### src/rtl/multi_seq_detector.sv
// multi_seq_detector: matches up to NUM_PAT programmable serial bit patterns
// against a qualified 1-bit stream. Each pattern has a registered match pulse
// and a saturating hit counter. Matching can be overlapping or non-overlapping.
module multi_seq_detector #(
  parameter int NUM_PAT = 2,
  parameter int PAT_LEN = 4,
  parameter int CNT_W   = 8,
  parameter logic [NUM_PAT*PAT_LEN-1:0] DEF_PATS = {4'b1001, 4'b1011},
  parameter int DEF_LEN = PAT_LEN,
  localparam int IDX_W  = (NUM_PAT > 1) ? $clog2(NUM_PAT) : 1,
  localparam int LEN_W  = $clog2(PAT_LEN + 1)
) (
  input  logic                     clk,
  input  logic                     reset,
  input  logic                     x_valid,
  input  logic                     x,
  input  logic                     overlap,
  input  logic                     cfg_we,
  input  logic [IDX_W-1:0]         cfg_idx,
  input  logic [PAT_LEN-1:0]       cfg_pat,
  input  logic [LEN_W-1:0]         cfg_len,
  input  logic                     clr_cnt,
  output logic [NUM_PAT-1:0]       detect,
  output logic                     any_detect,
  output logic [NUM_PAT*CNT_W-1:0] hit_cnt
);

  localparam logic [LEN_W-1:0] LEN_MAX = LEN_W'(PAT_LEN);
  localparam logic [CNT_W-1:0] CNT_MAX = '1;

  // Only PAT_LEN-1 past bits are ever needed: the newest bit comes straight
  // from x when forming the candidate window.
  logic [PAT_LEN-2:0] hist_reg;
  logic [PAT_LEN-1:0] hist_next;
  logic [LEN_W-1:0]   fill_reg;
  logic [LEN_W-1:0]   fill_next;
  logic [NUM_PAT-1:0] match;
  logic [NUM_PAT-1:0] detect_reg;
  logic               any_reg;
  logic               idx_ok;
  logic               cfg_hit;
  logic               accept;
  logic [LEN_W-1:0]   cfg_len_clamped;

  // Slot index range check; constant-true when every index value is a real slot.
  if ((1 << IDX_W) == NUM_PAT) begin : g_idx_full
    assign idx_ok = 1'b1;
  end else begin : g_idx_part
    assign idx_ok = (cfg_idx < IDX_W'(NUM_PAT));
  end

  // A valid config write takes priority and swallows a same-edge data bit.
  assign cfg_hit         = cfg_we && idx_ok;
  assign accept          = x_valid && !cfg_hit;
  assign hist_next       = {hist_reg, x};
  assign fill_next       = (fill_reg == LEN_MAX) ? fill_reg : fill_reg + 1'b1;
  assign cfg_len_clamped = (cfg_len > LEN_MAX) ? LEN_MAX : cfg_len;

  // Shared history shift register and fill level.
  always_ff @(posedge clk or negedge reset) begin
    if (!reset) begin
      hist_reg <= '0;
      fill_reg <= '0;
    end else if (cfg_hit) begin
      hist_reg <= '0;
      fill_reg <= '0;
    end else if (x_valid) begin
      hist_reg <= hist_next[PAT_LEN-2:0];
      fill_reg <= fill_next;
    end
  end

  for (genvar gi = 0; gi < NUM_PAT; gi++) begin : g_pat
    logic [PAT_LEN-1:0] pat_reg;
    logic [LEN_W-1:0]   len_reg;
    logic [LEN_W-1:0]   since_reg;
    logic [LEN_W-1:0]   since_next;
    logic [CNT_W-1:0]   cnt_reg;
    logic               pat_eq;

    // Compare only the lowest len bits of the window against the pattern.
    always_comb begin
      pat_eq = 1'b1;
      for (int j = 0; j < PAT_LEN; j++) begin
        if ((LEN_W'(j) < len_reg) && (hist_next[j] != pat_reg[j])) begin
          pat_eq = 1'b0;
        end
      end
    end

    assign since_next = (since_reg == LEN_MAX) ? since_reg : since_reg + 1'b1;
    assign match[gi]  = accept && (len_reg != '0) && (fill_next >= len_reg) &&
                        pat_eq && (overlap || (since_next >= len_reg));

    // Per-slot pattern and length, loaded from defaults or by config write.
    always_ff @(posedge clk or negedge reset) begin
      if (!reset) begin
        pat_reg <= DEF_PATS[gi*PAT_LEN +: PAT_LEN];
        len_reg <= LEN_W'(DEF_LEN);
      end else if (cfg_hit && (cfg_idx == IDX_W'(gi))) begin
        pat_reg <= cfg_pat;
        len_reg <= cfg_len_clamped;
      end
    end

    // Bits seen since the last match, used to gate non-overlapping matches.
    always_ff @(posedge clk or negedge reset) begin
      if (!reset) begin
        since_reg <= LEN_MAX;
      end else if (cfg_hit) begin
        since_reg <= LEN_MAX;
      end else if (accept) begin
        since_reg <= match[gi] ? '0 : since_next;
      end
    end

    // Saturating hit counter; clear beats a simultaneous match.
    always_ff @(posedge clk or negedge reset) begin
      if (!reset) begin
        cnt_reg <= '0;
      end else if (clr_cnt) begin
        cnt_reg <= '0;
      end else if (match[gi] && (cnt_reg != CNT_MAX)) begin
        cnt_reg <= cnt_reg + 1'b1;
      end
    end

    assign hit_cnt[gi*CNT_W +: CNT_W] = cnt_reg;
  end

  // Registered match pulses so outputs never depend combinationally on inputs.
  always_ff @(posedge clk or negedge reset) begin
    if (!reset) begin
      detect_reg <= '0;
      any_reg    <= 1'b0;
    end else begin
      detect_reg <= match;
      any_reg    <= |match;
    end
  end

  assign detect     = detect_reg;
  assign any_detect = any_reg;

endmodule

### config.mk
export PLATFORM = sky130hd
export DESIGN_NAME = multi_seq_detector
export DESIGN_NICKNAME = d
export VERILOG_FILES = /design/src/rtl/multi_seq_detector.sv
export SDC_FILE = /design/constraint.sdc
export NUM_CORES = 1
export LEC_CHECK = 0
export BUFFER_PORTS_ARGS = -buffer_cell sky130_fd_sc_hd__buf_2
export CAP_MARGIN = 20
export CORE_MARGIN = 3
export CORE_UTILIZATION = 36
export CTS_CLUSTER_SIZE = 12
export DETAILED_ROUTE_END_ITERATION = 16
export PLACE_DENSITY = 0.55
export SYNTH_ARGS = -nofsm -noshare
export SYNTH_HDL_FRONTEND = slang
export SYNTH_SLANG_ARGS = --single-unit
### constraint.sdc
create_clock -name clk -period 6.15 [get_ports clk]
set_input_delay 0 -clock clk [delete_from_list [all_inputs] [get_ports clk]]
set_output_delay 0 -clock clk [all_outputs]
set_load 0.05 [all_outputs]
## Word level (Yosys, flattened, before mapping)

Index checks and enable logic that the tools add are counted.
Widths: inputs -> output; s select.

- Bits in registers: 45
- Input port bits: 15
- Output and inout port bits: 19
- Logic and storage cells: 101

- Add/subtract/negate cells: 5
- Magnitude comparators: 13
- Equal/unequal tests: 13
- Mux-type cells: 26
- Bitwise logic cells: 1
- Reductions and logical operators: 31

Operators by type and width:

| cell | count |
|---|---|
| $mux 3 | 14 |
| $mux 8 | 4 |
| $logic_and 1x1->1 | 21 |
| $add 8x1->8 const B | 2 |
| $ne 8x8->1 const B | 2 |
| $ge 3x3->1 | 4 |
| $lt 1x3->1 const A | 4 |
| $lt 2x3->1 const A | 4 |
| $add 3x1->3 const B | 3 |
| $eq 3x3->1 const B | 3 |
| $mux 1 | 8 |
| $ne 1x1->1 | 8 |
| $reduce_bool 2->1 | 4 |
| $reduce_bool 3->1 | 2 |
| $gt 3x3->1 const B | 1 |
| $logic_or 1x1->1 | 2 |
| $reduce_or 2->1 | 1 |
| $logic_not 1->1 | 1 |
| $not 1->1 | 1 |

## Logic depth before layout (Yosys ltp)

- Depth after elaboration: 11
- Gate-level depth with buffers: 11
- Mapped depth without buffers: 10

## Least setup slack after synthesis

Ideal clock, no wire load.

- Path kind: reg-to-reg
- From: register g_pat[0].since_reg[0]
- To: register g_pat[0].cnt_reg[0]
- Setup time: 0.125 ns
- Arrival: 2.158 ns
- Data required time: 6.025 ns
- Slack: 3.868 ns
- Cell stages (with the launch flop): 12
- Path buffers: 1
- Clock period less this slack: 2.282 ns
- Cell sequence: dfrtp_1 -> inv_1 -> ha_1 -> nand2_1 -> xnor2_1 -> ha_1 -> nor3b_1 -> o21ai_0 -> nand4_1 -> buf_2 -> nor3_1 -> mux2_2

- Cells in the longest elaborated chain, start to end: 7
- Elaborated cells on any way between the ends: 8
- Classes of those cells: 1 x add/sub; 1 x order compare; 1 x eq/ne; 1 x mux; 4 x reduce/logical

Ends and longest elaborated chain:

| what | line | RTL |
|---|---|---|
| start: declaration | 76 | `logic [LEN_W-1:0] since_reg;` |
| start signal: assignment | 113 | `since_reg <= match[gi] ? '0 : since_next;` |
| $add 3x1->3 or $eq 3x3->1 (tied branches) | 91 | `assign since_next = (since_reg == LEN_MAX) ? since_reg : since_reg + 1'b1;` |
| $mux 3 (*) | 91 |  |
| $ge 3x3->1 (*) | 93 | `pat_eq && (overlap \|\| (since_next >= len_reg));` |
| $logic_or 1x1->1 (*) | 93 |  |
| $logic_and 1x1->1 (*) | 93 |  |
| $logic_and 1x1->1 (*) | 123 | `end else if (match[gi] && (cnt_reg != CNT_MAX)) begin` |
| $reduce_bool 2->1 (no line) (*) | - |  |
| end signal: assignment | 124 | `cnt_reg <= cnt_reg + 1'b1;` |
| end: declaration | 78 | `logic [CNT_W-1:0] cnt_reg;` |

Every way passes the cells marked *; elsewhere a longest branch is shown, timed or not.
A chain may end at the register's enable or synchronous reset.

## Worst setup path after layout

- From: register g_pat[0].since_reg[0]
- To: register g_pat[0].cnt_reg[6]

Same word-level chain as after synthesis.

==> out/summary.txt <==
P_int: 465 uW
Final Max Slew Viols: 0
initial core utilization: 0.383
remaining global-route overflow: 0
Max-Cap Viols: 0
CP peak stage delay: 0.67 ns
Hold Crit Class: input pin to flop
fraction of layout cells with a size suffix above 1: 0.223
via count: 2121
total power: 687 uW
Detailed Route Iter0 Violations: 86
Sw Ratio: 0.323
Clock Power Share: 0.290
final cell count without fillers: 423
Post-Synthesis Cells: 283
RSZ-0062 raised after global routing: no
top_reg_cell synth: dfrtp_1
Placed Area: 2910 sq um
crit path cell chain: inv_1, ha_1, nand2_1, xnor2_1, ha_1, nor3b_1, o21ai_0, nand4_1, or4_1, a221oi_2
Final Skew: 0.00415 ns
f_max: 0.345 GHz
most frequent cells in the layout: nand2_1 (40), dfrtp_1 (36), buf_2 (33)
Setup crit end kind: flop
CTS tree: done
vias in the first global route: 1920
most frequent CP cell: ha_1
Final Util: 0.450
number of distinct library cells after synthesis: 46
kind of critical path: flop to flop
DIE AREA: 8500 sq um
Critical Path RT: 6.37 ns
H-Tree Depth: 2
Final period util: 0.471
gp weighted congestion: 0.762
DP Worst Slack: 3.23 ns
total length of routed wires: 5810 um
setup bufs post-CTS: 0
DR vias/cell: 5.01
Final ANT Viol Nets: 0
CP Data Arrival Time: 3.12 ns
number of synthesized flops with an enable pin: 0
worst hold slack: 0.0270 ns
nets: 359
DRC viols: 0
max FFs per register: 16
final setup fails: 0
CTS Buf Count: 5
layout overhead on the synthesized area: 17.5%
CP max-delay cell: or4_1
total track usage: 0.145
post-synthesis async set-or-reset flop share: 1.00
pin count of the biggest net entering global routing: 46
power per cell area: 218 nW/um^2
Psw: 222 uW
Final min period: 2.90 ns
worst vdd ir: 0.115 mV
slew at the pin with the worst max-slew slack: 0.941 ns
Seq cells post-synth: 45
Buffers on Ports: 33
clk slew on worst S/H paths: 0.10 ns
Seq/Total Area, Yosys: 0.425
final instance area: 3140 sq um
TritonCTS sink count: 45
Post-DP HPWL: 4170 um
first-pass GRT wire length: 9770 um
worst path bufs/invs: 1
status: complete, no violations
Clock Tree Root: clkbuf_8
syn nets: 316
setup ws final: 3.25 ns
WL/cell: 13.7 um
worst-path maximum fanout: 12
largest delay contributor family on the critical path: simple AND/OR/NAND/NOR gates
die width: 92.2 um
row count: 30
Die H: 92.2 um
endpoints failing hold: 0
Yosys warning count: 0
Worst slew margin: 0.372
Clock Latency Late Sink: 0.31 ns
Clock Path Buffers: 2
Pre-Repair DR Iteration Count: 4
Combinational Power Share: 0.216
Mapped Area: 2670 sq um
Inst Count DP: 402
leading cell type in the layout, fill and taps excluded: nand2_1
syn avg cell area: 9.45 sq um
Core ar.: 6980 sq um
Setup TNS Final: 0 ns
Top Ports: 34
number of antenna repair diodes: 0
leakage power total: 1.43 nW
Startpoint Class: flop
sequential share of power: 0.494
initial antenna violation count: 0
[cell type report]
| class | instances | area (sq um) |
|---|---|---|
| fillers | 713 | 3840 |
| multi-input cells | 214 | 1430 |
| flip-flops and latches | 45 | 1140 |
| repair buffers | 46 | 305 |
| well taps | 96 | 120 |
| clock buffers | 5 | 68.8 |
| inverters | 14 | 52.6 |
| clock inverters | 3 | 25.0 |
[Yosys cell counts, drive strengths merged, types with 5 or more instances]
cell type | count | share of area
nor2 | 29 | 0.041
a21oi | 9 | 0.017
mux2 | 14 | 0.059
o21ai | 13 | 0.024
dfstp | 9 | 0.088
ha | 18 | 0.084
inv | 14 | 0.020
nor3 | 7 | 0.013
mux2i | 6 | 0.022
buf | 7 | 0.015
nor2b | 10 | 0.023
dfrtp | 36 | 0.34
xnor2 | 5 | 0.016
nand2 | 40 | 0.056
xor2 | 6 | 0.020
nor3b | 5 | 0.014
nand3 | 8 | 0.015
[power by group through the flow]
stage | clock [mW] | combinational (mW) | sequential [mW]
after floorplan | 0 | 0.104 | 0.343
after global placement | 0 | 0.141 | 0.344
after detailed placement | 0 | 0.142 | 0.345
after CTS | 0.203 | 0.148 | 0.339
after global routing | 0.219 | 0.172 | 0.343
final | 0.199 | 0.148 | 0.339
[cell families after synthesis]
| logic type | count (synthesis) | synth area share |
|---|---|---|
| AND/OR/NAND/NOR | 123 | 0.228 |
| flip-flops | 45 | 0.425 |
| AO/OA/AOI/OAI | 42 | 0.107 |
| buffers and inverters | 24 | 0.0384 |
| multiplexers | 20 | 0.0814 |
| adder cells (fa/ha/maj) | 18 | 0.0842 |
| XOR/XNOR | 11 | 0.0360 |
[worst reg2reg max path, stage by stage (launching register included)]
cell      delay, ns
dfrtp_1        0.42
inv_1          0.09
ha_1           0.17
nand2_1        0.07
xnor2_1        0.15
ha_1           0.28
nor3b_1        0.04
o21ai_0        0.22
nand4_1        0.45
or4_1          0.67
a221oi_2       0.27
[routing by layer]
layer	part of all wire	up-vias	global-route usage	routed length, um
li1	-	1074	-	-
met4	0.015	0	0.0582	89
met2	0.44	33	0.207	2560
met3	0.025	6	0.0271	146
met5	0	-	0	0
met1	0.52	1008	0.215	3010
[worst paths after layout]
kind	start	endpoint	slack [ns]	cells after the start
worst min register to register	g_pat[0].pat_reg[1]$_DFFE_PN1P_	g_pat[0].pat_reg[1]$_DFFE_PN1P_	0.47	2
max in group asynchronous	reset	g_pat[0].pat_reg[3]$_DFFE_PN1P_	5.42	3
worst min-delay path	cfg_idx	g_pat[0].pat_reg[2]$_DFFE_PN0P_	0.03	4
min in group asynchronous	reset	g_pat[0].cnt_reg[2]$_DFFE_PN0P_	0.17	2
worst max-delay path	g_pat[0].since_reg[0]$_DFFE_PN0P_	g_pat[0].cnt_reg[6]$_DFFE_PN0P_	3.25	10
worst max register to register	g_pat[0].since_reg[0]$_DFFE_PN0P_	g_pat[0].cnt_reg[6]$_DFFE_PN0P_	3.25	10
[timing repair]
action,4_1_cts,5_1_grt
resized for setup,0,0
setup endpoints to repair,0,0
hold buffers,12,0
endpoints found under the hold margin,51,0
Note: power is estimated with default switching activity, not from simulation.
